===== src/rtl/mem_store_ctrl.sv =====
// mem_store_ctrl: write-direction RAM port.
// Takes one byte/half/word store from the load-store unit and writes it
// little-endian onto the 8-bit RAM bus, one byte per cycle. Bytes that land in
// the memory-mapped UART window are throttled by uart_full_in and a hold counter.
module mem_store_ctrl #(
    parameter int ADDR_W    = 32,
    parameter int UART_HOLD = 2
) (
    input  logic              clk,
    input  logic              rst,
    input  logic              rdy,
    input  logic              st_valid_in,
    output logic              st_ready_out,
    input  logic [ADDR_W-1:0] st_addr_in,
    input  logic [31:0]       st_data_in,
    input  logic [1:0]        st_size_in,
    input  logic              uart_full_in,
    output logic              ram_wr_out,
    output logic [ADDR_W-1:0] ram_addr_out,
    output logic [7:0]        ram_data_out,
    output logic              st_done_out,
    output logic              busy_out
);

    localparam int HOLD_W = (UART_HOLD > 0) ? $clog2(UART_HOLD + 1) : 1;

    localparam logic [1:0] S_IDLE  = 2'd0;
    localparam logic [1:0] S_WRITE = 2'd1;
    localparam logic [1:0] S_DONE  = 2'd2;

    logic [1:0]        state;
    logic [ADDR_W-1:0] base_addr;
    logic [31:0]       data_q;
    logic [1:0]        idx;
    logic [1:0]        last_idx;
    logic [HOLD_W-1:0] hold_cnt;

    logic [ADDR_W-1:0] byte_addr;
    logic [7:0]        cur_byte;
    logic              is_io;
    logic              stall;

    assign st_ready_out = (state == S_IDLE);
    assign busy_out     = (state != S_IDLE);

    // Address and data of the byte due this cycle, plus whether the UART window
    // forces us to wait (full TX buffer or spacing after the previous IO byte).
    always_comb begin
        byte_addr = base_addr + ADDR_W'(idx);
        cur_byte  = data_q[{idx, 3'b000} +: 8];
        is_io     = (byte_addr[17:16] == 2'b11);
        stall     = is_io && (uart_full_in || (hold_cnt != '0));
    end

    // Store sequencer: accept in IDLE, emit one byte per rdy cycle in WRITE,
    // pulse done in DONE. rdy low freezes every register including outputs.
    always_ff @(posedge clk) begin
        if (rst) begin
            state        <= S_IDLE;
            base_addr    <= '0;
            data_q       <= '0;
            idx          <= '0;
            last_idx     <= '0;
            hold_cnt     <= '0;
            ram_wr_out   <= 1'b0;
            ram_addr_out <= '0;
            ram_data_out <= '0;
            st_done_out  <= 1'b0;
        end else if (rdy) begin
            if (hold_cnt != '0) begin
                hold_cnt <= hold_cnt - HOLD_W'(1);
            end
            case (state)
                S_IDLE: begin
                    ram_wr_out  <= 1'b0;
                    st_done_out <= 1'b0;
                    if (st_valid_in) begin
                        base_addr <= st_addr_in;
                        data_q    <= st_data_in;
                        idx       <= '0;
                        case (st_size_in)
                            2'd0:    last_idx <= 2'd0;
                            2'd1:    last_idx <= 2'd1;
                            default: last_idx <= 2'd3;
                        endcase
                        state <= S_WRITE;
                    end
                end
                S_WRITE: begin
                    st_done_out <= 1'b0;
                    if (stall) begin
                        ram_wr_out <= 1'b0;
                    end else begin
                        ram_wr_out   <= 1'b1;
                        ram_addr_out <= byte_addr;
                        ram_data_out <= cur_byte;
                        idx          <= idx + 2'd1;
                        if (is_io) begin
                            hold_cnt <= HOLD_W'(UART_HOLD);
                        end
                        if (idx == last_idx) begin
                            state <= S_DONE;
                        end
                    end
                end
                S_DONE: begin
                    ram_wr_out  <= 1'b0;
                    st_done_out <= 1'b1;
                    state       <= S_IDLE;
                end
                default: begin
                    ram_wr_out  <= 1'b0;
                    st_done_out <= 1'b0;
                    state       <= S_IDLE;
                end
            endcase
        end
    end

endmodule

===== config.mk =====
export PLATFORM = sky130hd
export DESIGN_NAME = mem_store_ctrl
export DESIGN_NICKNAME = d
export VERILOG_FILES = /design/src/rtl/mem_store_ctrl.sv
export SDC_FILE = /design/constraint.sdc
export NUM_CORES = 1
export LEC_CHECK = 0
export CELL_PAD_IN_SITES_DETAIL_PLACEMENT = 0
export CELL_PAD_IN_SITES_GLOBAL_PLACEMENT = 1
export CORE_MARGIN = 2
export CORE_UTILIZATION = 31
export CTS_BUF_LIST = sky130_fd_sc_hd__clkbuf_16
export DETAILED_ROUTE_END_ITERATION = 12
export HOLD_SLACK_MARGIN = 0.15
export PLACE_DENSITY_LB_ADDON = 0.1
export SLEW_MARGIN = 20
export SYNTH_ARGS = -nofsm -noshare
export SYNTH_HDL_FRONTEND = slang
export SYNTH_SLANG_ARGS = --single-unit

===== constraint.sdc =====
create_clock -name clk -period 3.6 [get_ports clk]
set_input_delay 1.08 -clock clk [delete_from_list [all_inputs] [get_ports clk]]
set_output_delay 1.08 -clock clk [all_outputs]
set_load 0.02 [all_outputs]

==> results.tsv <==
stage	metric	value	unit
flow_run	timing.max_cap.violations	0	
grt	overflow	0	
cts	cts_buffer_depth	2	
pwr	p_per_area	446	mW/mm²
timing	holdWs	0.453	ns
logic_synthesis	ys_seq_area_share	44.7	%
timing	setup_tns	0	ns
timing	setup_ws	0.620	ns
run_status	status	complete, no violations	
cts	hold_buffers	0	
timing	rsz0062_at_grt	false	
critical_path	cp_cell_sequence	fa_1 > or4_1 > a211o_1 > buf_4 > a31oi_1 > a211oi_1	
drt	dr_wl_met2	7020	µm
drt	totalWireLength	14900	µm
timing	finalClockSkew	0.00719	ns
floorplan	core	0.0160	mm²
finish	diodes	0	
pwr	peakVddDrop	323	µV
logic_synthesis	yosys_warnings	0	
pwr	total_power	3.09	mW
grt	grt_max_degree	86	
drt	wl_met3	680	µm
cts	numCtsBuffers	17	
logic_synthesis	ys_seq_elements	114	
cts	cts_max_level	4	
cts	cts.sinks	114	
floorplan	initial_core_util	31.9	%
finish	nets	782	
timing	finalMaxSlewViolations	0	
logic_synthesis	synth_edf_count	0	
pwr	p_leak	2.27	nW
finish	final_common_cell	nand2_1	
place	placed_area	0.00646	mm²
timing	worst-slew-pin-transition	0.902	ns
place	hpwlAfterDp	10600	µm
logic_synthesis	avgSynthCellArea	8.35	µm²
logic_synthesis	netlist_instances	611	
logic_synthesis	yosysUniqueCellTypes	40	
timing	fin_crit	2.98	ns
critical_path	critPathSlowestCell	or4_1	
floorplan	die_w	132	µm
grt	grt_first_pass_wirelength	24400	µm
critical_path	worstPathMaxFanout	15	
cts	cts_setup_buffers	0	
cts	clk_pin_slew	0.05	ns
floorplan	rows	46	
finish	fin_util	43.3	%
finish	instances_no_fill	933	
drt	antenna_left	0	
drt	drtPass1Iterations	7	
grt	antenna_found_initial	0	
drt	vias	4753	
critical_path	end_kind	flop	
logic_synthesis	ys_async_sr_fraction	0	%
cts	clk_root_buffer_cell	clkbuf_16	
floorplan	die_h	132	µm
finish	final_cell_mix	nand2_1, dfxtp_1, clkdlybuf4s50_1, a21oi_1	
drt	drtIter0Drc	281	
place	gp_congestion	0.887	
critical_path	critPathKind	reg2reg	
logic_synthesis	synth_ff_type	dfxtp_1	
floorplan	dieArea	0.0175	mm²
timing	finalSetupViolCount	0	
drt	m1WireLength	6800	µm
place	dp_cells	905	
timing	fmax	336	MHz
cts	insertion_delay	0.42	ns
drt	vias_per_cell	5.09	
grt	grt_pass1_vias	4751	
cts	ctsResizeCount	0	
critical_path	start_kind	flop	
critical_path	worstPathArrival	3.23	ns
hold_path	hp-class	reg2reg	
cts	cts_tree	yes	
drt	routed.top_layer	met4	
place	port_buffers	114	
drt	route.detailed.drc	0	
finish	layout-drive-gt1-share	7.39	%
timing	hold_viol_final	0	
place	dp_worst_setup_slack	0.438	ns
critical_path	cpPeakStageDelay	0.63	ns
logic_synthesis	netlist_area	0.00510	mm²
timing	slew_headroom	39.9	%
logic_synthesis	synth_nets	685	
floorplan	ioPinCount	115	
grt	grt_util_all_layers	17.6	%
timing	finalCritPeriodShare	82.8	%
finish	post-route-cell-area	0.00693	mm²
drt	routedWlPerCell	16.0	µm
critical_path	crit_required	3.85	ns
finish	syn2layout_area_growth	35.9	%
-- power breakdown --
group	switching (mW)	internal [mW]
registers	0.0531	1.33
clock network	0.528	0.827
logic	0.174	0.184
total	0.754	2.34
-- cell type report --
class	count	area, µm²
Timing Repair Buffer	134	1310
Fill cell	1647	9070
Sequential cell	114	2280
Inverter	6	22.5
Tap cell	216	270
Clock inverter	11	41.3
Multi-Input combinational cell	435	2580
Clock buffer	17	425
-- final timing paths --
| path | start | to | slack (ns) | cells after the start |
|---|---|---|---|---|
| min | data_q[17] | data_q[17] | 0.45 | 2 |
| max | idx[1] | ram_addr_out[7] | 0.62 | 6 |
| max reg2reg | idx[1] | ram_addr_out[7] | 0.62 | 6 |
| min reg2reg | data_q[17] | data_q[17] | 0.45 | 2 |
-- critical path: cells and delay by family, from the launching register on --
| kind | cells | cell delay (ns) |
|---|---|---|
| DFF | 1 | 0.53 |
| and+or+nand+nor | 1 | 0.63 |
| adders and majority gates | 1 | 0.59 |
| AOI/OAI and AO/OA | 3 | 0.77 |
| buffers and inverters | 1 | 0.28 |
-- metal layers --
| metal | vias to the layer above | global-route usage, % |
|---|---|---|
| li1 | 2380 | - |
| met1 | 2219 | 21.9 |
| met4 | 0 | 8.42 |
| met5 | - | 0 |
| met3 | 31 | 4.11 |
| met2 | 123 | 29.0 |
-- cells in the mapped netlist, drive strengths merged (2+ instances only) --
cell	n	area share (%)
a211o	2	0.34
a211oi	30	4.5
a21oi	84	8.2
a221oi	2	0.34
a311oi	2	0.34
a31oi	29	3.6
and3	3	0.37
and4	6	1.0
buf	11	1.3
clkbuf	45	3.3
dfxtp	114	45
ha	2	0.49
inv	6	0.44
mux4	8	3.5
nand2	145	11
nand3	12	1.2
nand3b	4	0.59
nand4	19	2.5
nor2	9	0.66
nor3	11	1.1
nor3b	4	0.59
nor4	8	0.98
o21ai	2	0.20
o31ai	10	1.5
or4	3	0.51
xnor2	21	3.6
xor2	11	1.9
-- sequential cells by signal, summed over array words and instances, names as in the netlist, 2 cells and up --
register and cells:
base_addr 32, data_q 32, hold_cnt 2, idx 2, last_idx 2, ram_addr_out 32
ram_data_out 8, state 2
-- kinds of logic (layout without fill, tap and decap cells) --
| kind of cell | after synthesis | in the layout | synth area share (%) |
|---|---|---|---|
| XOR/XNOR | 32 | 32 | 5.49 |
| AND/OR/NAND/NOR | 226 | 226 | 20.5 |
| flip-flops | 114 | 114 | 44.7 |
| AO/OA/AOI/OAI | 166 | 166 | 19.8 |
| buffers and inverters | 62 | 168 | 5.08 |
| multiplexers | 8 | 8 | 3.53 |
| adder cells (fa/ha/maj) | 3 | 3 | 0.883 |
(Power assumes the default switching activity.)
